`config.mk`:
```
export PLATFORM = sky130hd
export DESIGN_NAME = spi_sd_responder
export DESIGN_NICKNAME = d
export VERILOG_FILES = /design/src/rtl/spi_sd_pkg.sv /design/src/rtl/spi_sd_crc7.sv /design/src/rtl/spi_sd_responder.sv
export SDC_FILE = /design/constraint.sdc
export NUM_CORES = 1
export LEC_CHECK = 0
export CORE_UTILIZATION = 56
export DETAILED_ROUTE_END_ITERATION = 10
export PLACE_DENSITY = 0.87
export SYNTH_ARGS = -nofsm -noshare
export SYNTH_HDL_FRONTEND = slang
export SYNTH_SLANG_ARGS = --single-unit
```
`constraint.sdc`:
```
create_clock -name spi_clk_i -period 5.3 [get_ports spi_clk_i]
set_input_delay 0.53 -clock spi_clk_i [delete_from_list [all_inputs] [get_ports spi_clk_i]]
set_output_delay 0.53 -clock spi_clk_i [all_outputs]
set_load 0.01 [all_outputs]
```
`src/rtl/spi_sd_pkg.sv`:
```
// Shared types and constants for the SPI microSD responder.
// SPI_SD_CRC7_EN enables CRC7 checking of received command frames.
package spi_sd_pkg;

   typedef enum logic [1:0] {
      ST_IDLE,
      ST_CMD,
      ST_WAIT,
      ST_RESP
   } state_t;

   localparam logic [1:0] SD_START_MASK = 2'b01;
   localparam logic [7:0] SD_FILL       = 8'hFF;
   localparam logic [7:0] SD_R1_CRC_ERR = 8'h08;
   localparam logic [6:0] CRC7_POLY     = 7'h09;

endpackage

```
`src/rtl/spi_sd_crc7.sv`:
```
// Serial CRC7 engine (x^7 + x^3 + 1), MSB-first bit stream.
// Used by spi_sd_responder only when SPI_SD_CRC7_EN is defined.
import spi_sd_pkg::*;

module spi_sd_crc7 (
   input  logic       spi_clk_i,
   input  logic       spi_rst_i,
   input  logic       clear,
   input  logic       bit_valid,
   input  logic       bit_in,
   output logic [6:0] crc
);

   logic fb;

   assign fb = bit_in ^ crc[6];

   always_ff @(posedge spi_clk_i or posedge spi_rst_i) begin
      if (spi_rst_i) begin
         crc <= '0;
      end else if (clear) begin
         crc <= '0;
      end else if (bit_valid) begin
         crc <= {crc[5:0], 1'b0} ^ (fb ? CRC7_POLY : 7'h00);
      end
   end

endmodule

```
`src/rtl/spi_sd_responder.sv`:
```
// SPI mode-0 microSD command-layer target: frames commands, returns R1.
// Define SPI_SD_CRC7_EN to check CRC7 and auto-answer bad frames.
import spi_sd_pkg::*;

module spi_sd_responder #(
   parameter int SYNC_STAGES = 2,
   parameter int NCR_MIN     = 1,
   parameter int NCR_MAX     = 8
) (
   input  logic        spi_clk_i,
   input  logic        spi_rst_i,
   input  logic        SCK_i,
   input  logic        MOSI_i,
   input  logic        SS_i,
   output logic        MISO_o,
   output logic        miso_oe_o,
   output logic [47:0] cmd_o,
   output logic        cmd_valid_o,
   input  logic [7:0]  r1_i,
   input  logic        r1_valid_i,
   output logic        busy_o,
   output logic        timeout_o,
   output logic        crc_err_o
);

   localparam int FW = $clog2(NCR_MAX + 1);

   logic [SYNC_STAGES-1:0] sck_q, mosi_q, ss_q;
   logic          sck_s, mosi_s, ss_s, sck_prev;
   logic          rise, fall, boundary;
   state_t        state;
   logic [2:0]    bit_cnt, byte_cnt;
   logic [FW-1:0] fill_cnt, fill_inc;
   logic [6:0]    rx_sr;
   logic [7:0]    rx_byte, tx_sr, tx_nxt, r1_byte, r1_val;
   logic [39:0]   frame;
   logic          load_pend, r1_have, have_r1, crc_ok;

   always_ff @(posedge spi_clk_i or posedge spi_rst_i) begin
      if (spi_rst_i) begin
         sck_q    <= '0;
         mosi_q   <= '1;
         ss_q     <= '1;
         sck_prev <= 1'b0;
      end else begin
         sck_q[0]  <= SCK_i;
         mosi_q[0] <= MOSI_i;
         ss_q[0]   <= SS_i;
         for (int i = 1; i < SYNC_STAGES; i++) begin
            sck_q[i]  <= sck_q[i-1];
            mosi_q[i] <= mosi_q[i-1];
            ss_q[i]   <= ss_q[i-1];
         end
         sck_prev <= sck_s;
      end
   end

   assign sck_s    = sck_q[SYNC_STAGES-1];
   assign mosi_s   = mosi_q[SYNC_STAGES-1];
   assign ss_s     = ss_q[SYNC_STAGES-1];
   assign rise     = sck_s & ~sck_prev & ~ss_s;
   assign fall     = ~sck_s & sck_prev & ~ss_s;
   assign boundary = rise && (bit_cnt == 3'd7);
   assign rx_byte  = {rx_sr, mosi_s};
   assign busy_o   = (state != ST_IDLE);
   assign have_r1  = r1_have | r1_valid_i;
   assign r1_val   = r1_have ? r1_byte : r1_i;
   assign fill_inc = (fill_cnt == FW'(NCR_MAX)) ? fill_cnt
                                                : fill_cnt + 1'b1;

`ifdef SPI_SD_CRC7_EN
   logic [6:0] crc;
   logic       crc_clr, crc_bit;

   // Byte0 is accumulated speculatively in IDLE and dropped if not a start byte.
   assign crc_clr = ss_s || state == ST_WAIT || state == ST_RESP
                 || (boundary && state == ST_IDLE
                     && rx_byte[7:6] != SD_START_MASK);
   assign crc_bit = rise && (state == ST_IDLE
                 || (state == ST_CMD && byte_cnt != 3'd5));
   assign crc_ok  = (crc == rx_byte[7:1]);

   spi_sd_crc7 u_crc7 (
      .spi_clk_i (spi_clk_i),
      .spi_rst_i (spi_rst_i),
      .clear     (crc_clr),
      .bit_valid (crc_bit),
      .bit_in    (mosi_s),
      .crc       (crc)
   );
`else
   assign crc_ok    = 1'b1;
   assign crc_err_o = 1'b0;
`endif

   always_ff @(posedge spi_clk_i or posedge spi_rst_i) begin
      if (spi_rst_i) begin
         state       <= ST_IDLE;
         bit_cnt     <= '0;
         byte_cnt    <= '0;
         fill_cnt    <= '0;
         rx_sr       <= '1;
         tx_sr       <= SD_FILL;
         tx_nxt      <= SD_FILL;
         frame       <= '1;
         load_pend   <= 1'b0;
         r1_have     <= 1'b0;
         r1_byte     <= '0;
         MISO_o      <= 1'b1;
         miso_oe_o   <= 1'b0;
         cmd_o       <= '0;
         cmd_valid_o <= 1'b0;
         timeout_o   <= 1'b0;
`ifdef SPI_SD_CRC7_EN
         crc_err_o   <= 1'b0;
`endif
      end else begin
         cmd_valid_o <= 1'b0;
         timeout_o   <= 1'b0;
`ifdef SPI_SD_CRC7_EN
         crc_err_o   <= 1'b0;
`endif
         miso_oe_o   <= ~ss_s;
         if (ss_s) begin
            state     <= ST_IDLE;
            bit_cnt   <= '0;
            byte_cnt  <= '0;
            fill_cnt  <= '0;
            rx_sr     <= '1;
            tx_sr     <= SD_FILL;
            load_pend <= 1'b0;
            r1_have   <= 1'b0;
            MISO_o    <= 1'b1;
         end else begin
            if (state == ST_WAIT && r1_valid_i && !r1_have) begin
               r1_have <= 1'b1;
               r1_byte <= r1_i;
            end
            if (fall) begin
               if (load_pend) begin
                  MISO_o    <= tx_nxt[7];
                  tx_sr     <= {tx_nxt[6:0], 1'b1};
                  load_pend <= 1'b0;
               end else begin
                  MISO_o <= tx_sr[7];
                  tx_sr  <= {tx_sr[6:0], 1'b1};
               end
            end
            if (rise) begin
               rx_sr   <= rx_byte[6:0];
               bit_cnt <= bit_cnt + 3'd1;
            end
            if (boundary) begin
               load_pend <= 1'b1;
               tx_nxt    <= SD_FILL;
               frame     <= {frame[31:0], rx_byte};
               unique case (state)
                  ST_IDLE: begin
                     if (rx_byte[7:6] == SD_START_MASK) begin
                        state    <= ST_CMD;
                        byte_cnt <= 3'd1;
                     end
                  end
                  ST_CMD: begin
                     if (byte_cnt == 3'd5) begin
                        state    <= ST_WAIT;
                        byte_cnt <= '0;
                        fill_cnt <= '0;
                        r1_have  <= 1'b0;
                        if (crc_ok) begin
                           cmd_o       <= {frame, rx_byte};
                           cmd_valid_o <= 1'b1;
                        end
`ifdef SPI_SD_CRC7_EN
                        else begin
                           crc_err_o <= 1'b1;
                           r1_have   <= 1'b1;
                           r1_byte   <= SD_R1_CRC_ERR;
                        end
`endif
                     end else begin
                        byte_cnt <= byte_cnt + 3'd1;
                     end
                  end
                  ST_WAIT: begin
                     fill_cnt <= fill_inc;
                     if (have_r1 && fill_inc >= FW'(NCR_MIN)) begin
                        tx_nxt <= r1_val;
                        state  <= ST_RESP;
                     end else if (fill_inc >= FW'(NCR_MAX)) begin
                        timeout_o <= 1'b1;
                        state     <= ST_IDLE;
                     end
                  end
                  ST_RESP: state <= ST_IDLE;
                  default: state <= ST_IDLE;
               endcase
            end
         end
      end
   end

endmodule

```
==> results of run 1 <==
Yosys cell counts, types with 2 or more instances:
| master | instances | area share |
|---|---|---|
| nor2_1 | 13 | 0.0083 |
| nand4b_1 | 2 | 0.0030 |
| clkbuf_1 | 15 | 0.0096 |
| or2_2 | 2 | 0.0021 |
| nand3_1 | 11 | 0.0094 |
| a31oi_1 | 2 | 0.0021 |
| o21ai_0 | 3 | 0.0026 |
| mux2_2 | 54 | 0.10 |
| a21oi_1 | 14 | 0.012 |
| ha_1 | 4 | 0.0086 |
| buf_6 | 2 | 0.0039 |
| mux2i_1 | 15 | 0.026 |
| inv_1 | 4 | 0.0026 |
| buf_2 | 6 | 0.0051 |
| nor2b_1 | 7 | 0.0075 |
| o211ai_1 | 9 | 0.012 |
| nor3_1 | 3 | 0.0026 |
| dfstp_2 | 67 | 0.30 |
| nand2b_1 | 4 | 0.0043 |
| mux2_1 | 3 | 0.0058 |
| nand2_1 | 152 | 0.098 |
| dfrtp_1 | 76 | 0.33 |
| buf_1 | 3 | 0.0019 |
| buf_4 | 2 | 0.0026 |
logic make-up after synthesis:
group           Yosys count
fa+ha+maj                 4
compound gates           42
mux                      72
xor+xnor                  2
flops                   143
buf+inv                  33
simple gates            203
other cells               1
placed cells by master, fill, tap and decap left out, types with 2 or more instances in the layout:
cell type and count:
inv_6 2, clkdlybuf4s50_1 66, clkinv_4 5, nand4b_1 2, nor3_1 3, nor2_1 13
inv_1 3, o21ai_0 3, nor2b_1 7, clkbuf_1 2, bufinv_16 3, a31oi_1 2
a21oi_1 14, nand3_1 11, nand2b_1 4, mux2_1 3, mux2i_1 15, ha_1 4
mux2_2 54, o211ai_1 9, nand2_1 152, or2_2 2, clkbuf_16 16, dfstp_2 67
buf_4 4, dfrtp_1 76, clkinv_2 3
critical path, delay by kind of cell, from the launching register on:
kind / cells / cell delay [ns]
flops: 1 / 0.38
mux: 1 / 0.41
fa+ha+maj: 2 / 0.33
buf+inv: 2 / 0.88
simple gates: 2 / 0.55
final timing paths:
kind | startpoint | end | slack, ns | depth (start not counted)
max reg2reg | bit_cnt[0] | cmd_o[29] | 2.61 | 7
min reg2reg | sck_q[0] | sck_q[1] | 0.35 | 0
min in group asynchronous | spi_rst_i | cmd_valid_o | 0.54 | 2
max in group asynchronous | spi_rst_i | cmd_o[17] | 3.58 | 3
min | sck_q[0] | sck_q[1] | 0.35 | 0
max | bit_cnt[0] | cmd_o[29] | 2.61 | 7
flip-flops by register name (all words and copies together) (netlist names), 2 cells and up:
register  count
rx_sr         7
mosi_q        2
ss_q          2
state         2
fill_cnt      4
cmd_o        48
frame        40
bit_cnt       3
byte_cnt      3
tx_sr         7
tx_nxt        8
sck_q         2
r1_byte       8
layout make-up:
cell class / count / area, um^2
Sequential cell: 143 / 3662
Tap cell: 133 / 166.4
Multi-Input combinational cell: 324 / 2033
Fill cell: 608 / 2791
Clock inverter: 13 / 165.2
Inverter: 5 / 23.77
Clock buffer: 19 / 421.7
Timing Repair Buffer: 70 / 690.7
metal layers:
| metal | global-route usage | wire length [um] |
|---|---|---|
| met5 | 0 | 0 |
| met4 | 0.07143 | 184 |
| met3 | 0.05827 | 594 |
| met2 | 0.4024 | 6172 |
| met1 | 0.3250 | 5234 |
power by group through the flow:
stage	logic [mW]	clock network (mW)	registers [mW]
after global placement	0.0652	0	1.15
after CTS	0.0710	1.18	1.13
final	0.0690	1.16	1.13
after global routing	0.0784	1.22	1.13
after detailed placement	0.0685	0	1.15
after floorplan	0.0452	0	1.14
==> results.yml, run 1 <==
layout:
  final_core_util: 0.7196
  fin_cells: 707
  drive_gt1_frac: 0.2857
  area_growth_pct: 22.56
  stdcell_area_um2: 7163
  n_antenna_cell: 0
  num-nets-final: 579
cts:
  clockBufferDepth: 2
  cts_hold_buf: 0
  clock_latency_ns: 0.52
  cts_resized: 0
  clk_pin_slew_ns: 0.06
  post_cts_buffers: 0
  root_buffer: "clkbuf_8"
  numCtsBuffers: 17
  cts_tree: "yes"
  cts_sinks: 143
  htreeDepth: 4
pwr:
  power_frac_seq: 0.479
  fin_total_pwr_mw: 2.365
  power_frac_comb: 0.029
  swShare: 0.2121
  power_switching_mw: 0.5017
  pwr_density_cell_nw_per_um2: 330.1
  vdd_drop_max_v: 0.0001910
  clkPwrFrac: 0.492
  leakage_nw: 3.272
  intPower_mw: 1.863
synthesis:
  synthArstFlopShare: 1.000
  synth_top_family_by_area: "simple AND/OR/NAND/NOR gates"
  synth_nets: 518
  synth_simple_gate_area_frac: 0.1496
  ys.flop_type: "dfrtp_1"
  avgSynthCellArea_um2: 11.69
  synth_fa_ha_area_frac: 0.008563
  synthCells: 500
  synth_cell_types: 51
  synth_edf_count: 0
  synth-xor-area-share: 0.002997
  ys_ff_latch: 143
  synth_compound_area_frac: 0.04967
  muxShareOfSynthArea: 0.1355
  synth_seq_area_share: 0.6266
  yosys_warnings: 0
  syn_area_um2: 5844
die:
  design.core.area_um2: 9955
  die_h_um: 104.2
  io-pin-count: 68
  die_x_um: 104.2
  die_area_um2: 10850
  rows: 36
  start_util: 0.5871
timing:
  finalSetupViolations: 0
  slew_viol_final: 0
  rsz0062_at_grt: "false"
  hold_ws_ns: 0.3502
  hold_viol: 0
  slew_headroom: 0.2955
  skew_ns: 0.008700
  tns_ns: 0
  layout_min_cycle_time_ns: 2.688
  post-route-period-util: 0.5071
  fin_ws_ns: 2.612
  tightest_slew_ns: 1.050
  fmax_mhz: 372.0
job:
  drv_cap: 0
global_route:
  antenna_found_initial: 0
  grt_use_total: 0.2446
  grt_pass1_wl_um: 20870
  grt_max_degree: 91
  first_global_vias: 4121
  overflow: 0
placed_design:
  dp_hpwl_um: 7426
  preCtsSetupSlack_ns: 2.638
  place_congestion: 0.7723
  placed_area_um2: 6576
  io_buffers: 66
  placed_cells: 675
setup_path:
  cp_max_fo: 46
  cp_data_arrival_time_ns: 3.08
  startpoint_type: "flip-flop"
  cpMaxStageDelayCell: "buf_4"
  cp_data_required_time_ns: 5.69
  crit_chain: "ha_1 > ha_1 > nand4bb_2 > buf_4 > nor3_4 > buf_4 > mux2_2"
  slowest_delay_ns: 0.58
  endpoint_kind: "flip-flop"
  critPathKind: "flip-flop to flip-flop"
detailed_routing:
  num_vias: 4014
  post-route-drc-count: 0
  via_per_inst: 5.678
  routed_wl_um: 12190
  ant_nets: 0
  drt_iter0_markers: 336
  post_drt_wl_per_cell_um: 17.24
  firstDrtPassIters: 5
hold_path:
  hold_class: "flip-flop to flip-flop"
outcome:
  status: "finished, final reports clean"
Note: power is estimated with default switching activity, not from simulation.
==> run 2, diff against run 1 <==
--- a/config.mk
+++ b/config.mk
@@ -5,9 +5,9 @@
 export SDC_FILE = /design/constraint.sdc
 export NUM_CORES = 1
 export LEC_CHECK = 0
-export CORE_UTILIZATION = 56
+export CORE_UTILIZATION = 50
 export DETAILED_ROUTE_END_ITERATION = 10
-export PLACE_DENSITY = 0.87
+export PLACE_DENSITY = 0.82
 export SYNTH_ARGS = -nofsm -noshare
 export SYNTH_HDL_FRONTEND = slang
 export SYNTH_SLANG_ARGS = --single-unit
==> constraint.sdc (replaced) <==
create_clock -name spi_clk_i -period 2.4 [get_ports spi_clk_i]
set_input_delay 0.24 -clock spi_clk_i [delete_from_list [all_inputs] [get_ports spi_clk_i]]
set_output_delay 0.24 -clock spi_clk_i [all_outputs]
set_load 0.01 [all_outputs]
==> run 2 against run 1 <==
Compared with the run above: sequential cell count unchanged; register-to-register slack got worse by 2.4 ns; non-clock buffer count is 3 higher; count of clock-buffer cells in the layout did not move; utilization fell by 8.8 points; final area is 0.73% higher; critical path type unchanged; cell count is 1.8% higher; via count decreased by 4.4%.
==> results.yml, run 2 (synthesis results as in run 1) <==
layout:
  fillers: 812
  num-nets-final: 582
  top_register: "cmd_o"
  drive_gt1_frac: 0.2912
  reg_top3: "cmd_o: 48 flops, frame: 40 flops"
  layout_commonest_cell: "nand2_1"
  layout.area.seq_um2: 3662
  n_antenna_cell: 0
  largest_reg_flops: 48
  area_growth_pct: 23.46
  multi_input_area_um2: 2033
  final_cell_mix: "nand2_1 (152), dfrtp_1 (76), dfstp_2 (67)"
  stdcell_area_um2: 7216
setup_path:
  r2r_end: "fill_cnt[2]"
  cp_data_required_time_ns: 2.75
  r2r_start: "bit_cnt[0]"
  reg2reg_slack_ns: 0.23
  slowest_delay_ns: 0.54
  ff2ff_path_depth: 6
  critPathBufInv: 0
  critical-path-top-delay-family: "compound AO/OA/AOI/OAI gates"
  crit_chain: "ha_1 > ha_1 > and4bb_2 > and2_4 > a2111oi_0 > a31o_1"
  critPathKind: "flip-flop to flip-flop"
  cpMaxStageDelayCell: "a2111oi_0"
  critPathMostFrequentCell: "ha_1"
  endpoint_kind: "flip-flop"
  startpoint_type: "flip-flop"
  cp_data_arrival_time_ns: 2.52
  cp_max_fo: 16
timing:
  post-route-period-util: 0.9047
  layout_min_cycle_time_ns: 2.171
  rsz0062_at_grt: "false"
  skew_ns: 0.006045
  finalSetupViolations: 0
  hold_viol: 0
  fmax_mhz: 460.6
  tightest_slew_ns: 0.6613
  slew_headroom: 0.5582
  tns_ns: 0
  slew_viol_final: 0
cts:
  htreeDepth: 4
  clk_pin_slew_ns: 0.06
  cts_tree: "yes"
  cts_sinks: 143
  root_buffer: "clkbuf_16"
  cts_resized: 0
  numCtsBuffers: 17
  post_cts_buffers: 0
  clockBufferDepth: 2
  cts_hold_buf: 0
  clock_latency_ns: 0.41
global_route:
  antenna_found_initial: 0
  grt_use_total: 0.2048
  first_global_vias: 3881
  grt_max_degree: 92
  grt_pass1_wl_um: 18760
  overflow: 0
hold_path:
  worstHoldStart: "MOSI_i"
  min_path_cells: 1
  min_to: "mosi_q[0]"
  hold_class: "input pin to flip-flop"
placed_design:
  dp_hpwl_um: 7160
  place_congestion: 0.7823
  io_buffers: 66
  placed_area_um2: 6623
die:
  io-pin-count: 68
  rows: 39
  die_area_um2: 12130
  start_util: 0.5118
  die_h_um: 110.1
  die_x_um: 110.1
  design.core.area_um2: 11420
pwr:
  vdd_drop_max_v: 0.0004493
  leakage_nw: 3.292
  pwr_density_cell_nw_per_um2: 729.7
outcome:
  status: "finished, final reports clean"
detailed_routing:
  post_drt_wl_per_cell_um: 15.78
  via_per_inst: 5.332
  firstDrtPassIters: 4
  post-route-drc-count: 0
  num_vias: 3839
  ant_nets: 0
  routed_wl_um: 11370
  drt_iter0_markers: 356
job:
  drv_cap: 0
-- run 2: power breakdown --
part / switching (mW) / total, mW / internal, mW
sequential: 0.0305 / 2.50 / 2.47
clock: 1.03 / 2.61 / 1.58
combinational: 0.0915 / 0.150 / 0.0587
-- run 2: how the worst max path moves through the flow --
stage | start | end | slack (ns) | cells past startpoint
final | bit_cnt[0] | fill_cnt[2] | 0.23 | 6
after global routing | bit_cnt[0] | fill_cnt[2] | 0.24 | 6
after CTS | bit_cnt[0] | fill_cnt[2] | 0.28 | 6
after detailed placement | bit_cnt[0] | fill_cnt[2] | 0.32 | 6
after global placement | bit_cnt[0] | fill_cnt[0] | 0.47 | 6
after floorplan | spi_rst_i | bit_cnt[0] | 0.42 | 1
-- run 2: layout make-up --
cell class | instances | share of cell area
inverter | 5 | 0.003121
tap | 143 | 0.02480
clock buffer | 19 | 0.06138
sequential | 143 | 0.5075
multi-input combinational | 324 | 0.2818
clock inverter | 13 | 0.02081
timing repair buffer | 73 | 0.1006
-- run 2: metal layers --
layer / vias up / global-route usage / share of wire
met5: - / 0 / 0
met4: 0 / 0.07989 / 0.018
met3: 18 / 0.05173 / 0.039
met2: 104 / 0.3321 / 0.49
met1: 1908 / 0.2652 / 0.45
li1: 1809 / - / -
-- run 2: metrics by stage --
stage | std cells | power [mW] | util | setup WS (ns) | hold WS (ns)
4_1_cts | 720 | 5.303 | 0.6319 | 0.2799 | 0.2223
6_report | 720 | 5.265 | 0.6319 | 0.2287 | 0.2307
3_3_place_gp | 688 | 2.686 | 0.5800 | 0.4675 | 0.3387
2_1_floorplan | 500 | 2.628 | - | 0.4236 | 0.2445
5_1_grt | 720 | 5.445 | 0.6319 | 0.2430 | 0.2237
3_5_place_dp | 688 | 2.694 | 0.5800 | 0.3209 | 0.3347
==> run 3, diff against run 2 <==
--- a/config.mk
+++ b/config.mk
@@ -5,9 +5,10 @@
 export SDC_FILE = /design/constraint.sdc
 export NUM_CORES = 1
 export LEC_CHECK = 0
+export ABC_AREA = 1
 export CORE_UTILIZATION = 50
 export DETAILED_ROUTE_END_ITERATION = 10
-export PLACE_DENSITY = 0.82
+export PLACE_DENSITY = 0.83
 export SYNTH_ARGS = -nofsm -noshare
 export SYNTH_HDL_FRONTEND = slang
 export SYNTH_SLANG_ARGS = --single-unit
==> run 3 against run 2 <==
Compared with the run above: worst hold slack about the same; clock skew up 0.00088 ns; utilization up 1.8 points; sequential share of layout area up 0.52 points; largest power group unchanged; clock power up 4%; via count up 5.9%; routed wire length down 0.20%; combinational power rose to 3.0 times the previous value; cell count up 8.1%; non-clock buffer count down 1.
==> results.yml, run 3 <==
cts:
  cts_sinks: 143
  clock_latency_ns: 0.41
  numCtsBuffers: 17
  htreeDepth: 4
  clockBufferDepth: 2
  cts_tree: "yes"
  post_cts_buffers: 0
  cts_resized: 0
  cts_hold_buf: 0
  root_buffer: "clkbuf_16"
  clk_pin_slew_ns: 0.06
timing:
  hold_ws_ns: 0.2311
  skew_ns: 0.006924
  layout_min_cycle_time_ns: 1.992
  fmax_mhz: 501.9
  fin_ws_ns: 0.4076
  hold_viol: 0
  tns_ns: 0
  finalSetupViolations: 0
  post-route-period-util: 0.8302
  rsz0062_at_grt: "false"
  slew_headroom: 0.5716
  tightest_slew_ns: 0.6426
  slew_viol_final: 0
pwr:
  swShare: 0.2276
  fin_total_pwr_mw: 5.796
  vdd_drop_max_v: 0.0006746
  power_frac_seq: 0.453
  pwr_density_cell_nw_per_um2: 811.4
  leakage_nw: 3.019
  power_switching_mw: 1.319
  intPower_mw: 4.477
  power_frac_comb: 0.078
  clkPwrFrac: 0.469
synthesis:
  synth_most_common_cell: "nand2_1"
  synth-xor-area-share: 0.001534
  syn_area_um2: 5710
  synth_edf_count: 0
  synth_seq_area_share: 0.6413
  avgSynthCellArea_um2: 10.22
  synth_fa_ha_area_frac: 0.008764
  muxShareOfSynthArea: 0.04382
  yosys_warnings: 0
  synth_top_cell_by_area: "dfrtp_1"
  synthTopCellsByArea: "dfrtp_1 (33%), dfstp_2 (31%), nand2_1 (8.6%)"
  ys_ff_latch: 143
  synthCells: 559
  synth_cell_types: 33
  ys.flop_type: "dfrtp_1"
  synth_simple_gate_area_frac: 0.1148
  synth_compound_area_frac: 0.1238
  synth_top_area_frac: 0.3330
  synth_top_family_by_area: "compound AO/OA/AOI/OAI gates"
  synth_commonest_cells: "nand2_1 (131), o21ai_0 (94), dfrtp_1 (76)"
  synthArstFlopShare: 1.000
  synth_nets: 577
layout:
  stdcell_area_um2: 7143
  num-nets-final: 643
  final_core_util: 0.6504
  drive_gt1_frac: 0.2022
  area_growth_pct: 25.09
  top_register: "cmd_o"
  final_cell_mix: "nand2_1 (131), o21ai_0 (94), dfrtp_1 (76)"
  fin_cells: 778
  reg_top3: "cmd_o: 48 flops, frame: 40 flops"
  fillers: 826
  n_antenna_cell: 0
  largest_reg_flops: 48
  layout_commonest_cell: "nand2_1"
hold_path:
  hold_class: "input pin to flip-flop"
die:
  rows: 38
  io-pin-count: 68
  design.core.area_um2: 10980
  start_util: 0.5199
  die_x_um: 108.9
  die_area_um2: 11850
  die_h_um: 108.9
setup_path:
  cpMaxStageDelayCell: "dfstp_2"
  slowest_delay_ns: 0.67
  startpoint_type: "flip-flop"
  critPathBufInv: 1
  cp_data_required_time_ns: 2.72
  critPathKind: "flip-flop to flip-flop"
  crit_chain: "nor2_2 > nand2_2 > buf_4 > nand2_1 > o21ai_0"
  endpoint_kind: "flip-flop"
  critical-path-top-delay-family: "flip-flops"
  cp_data_arrival_time_ns: 2.31
  cp_max_fo: 80
global_route:
  antenna_found_initial: 0
  overflow: 0
  grt_use_total: 0.2121
  grt_max_degree: 81
  grt_pass1_wl_um: 18980
  first_global_vias: 4008
detailed_routing:
  post_drt_wl_per_cell_um: 14.58
  num_vias: 4066
  via_per_inst: 5.226
  ant_nets: 0
  routed_wl_um: 11340
  drt_iter0_markers: 275
  firstDrtPassIters: 5
  post-route-drc-count: 0
placed_design:
  preCtsSetupSlack_ns: 0.4653
  place_congestion: 0.7933
  dp_hpwl_um: 7336
  io_buffers: 66
  placed_cells: 746
  placed_area_um2: 6524
outcome:
  status: "finished, final reports clean"
job:
  drv_cap: 0
[run 3: final timing paths]
kind / start / endpoint / cells past startpoint / slack (ns)
max reg2reg: ss_q[1] / frame[31] / 5 / 0.41
min: SS_i / ss_q[0] / 1 / 0.23
min reg2reg: sck_q[0] / sck_q[1] / 0 / 0.36
max in group asynchronous: spi_rst_i / frame[5] / 3 / 1.42
max: ss_q[1] / frame[31] / 5 / 0.41
min in group asynchronous: spi_rst_i / cmd_o[1] / 2 / 0.25
[run 3: logic make-up (layout without fill, tap and decap cells)]
family | Yosys count | after routing
and+or+nand+nor | 164 | 164
DFF | 143 | 143
AOI/OAI and AO/OA | 131 | 131
buffers and inverters | 91 | 170
muxes | 24 | 24
adders and majority gates | 4 | 4
other | 1 | 1
xor gates and xnor gates | 1 | 1
[run 3: metal layers]
metal,global-route usage,up-vias,routed length [um]
li1,-,1934,-
met1,0.2645,1989,4876
met2,0.3567,123,5774
met3,0.05021,20,510
met4,0.08301,0,181
met5,0,-,0
[run 3: area by class of cell]
class	instances	area, um^2	area share
Clock buffer	23	488.0	0.06831
Clock inverter	9	131.4	0.01839
Inverter	66	255.2	0.03573
Multi-Input combinational cell	325	1675	0.2345
Sequential cell	143	3662	0.5127
Tap cell	140	175.2	0.02452
Timing Repair Buffer	72	755.7	0.1058
[run 3: power groups by stage]
stage	clock [mW]	sequential [mW]	combinational (mW)
2_1_floorplan	0	2.63	0.328
3_3_place_gp	0	2.65	0.424
3_5_place_dp	0	2.66	0.443
4_1_cts	2.76	2.63	0.456
5_1_grt	2.86	2.64	0.502
6_report	2.72	2.63	0.453
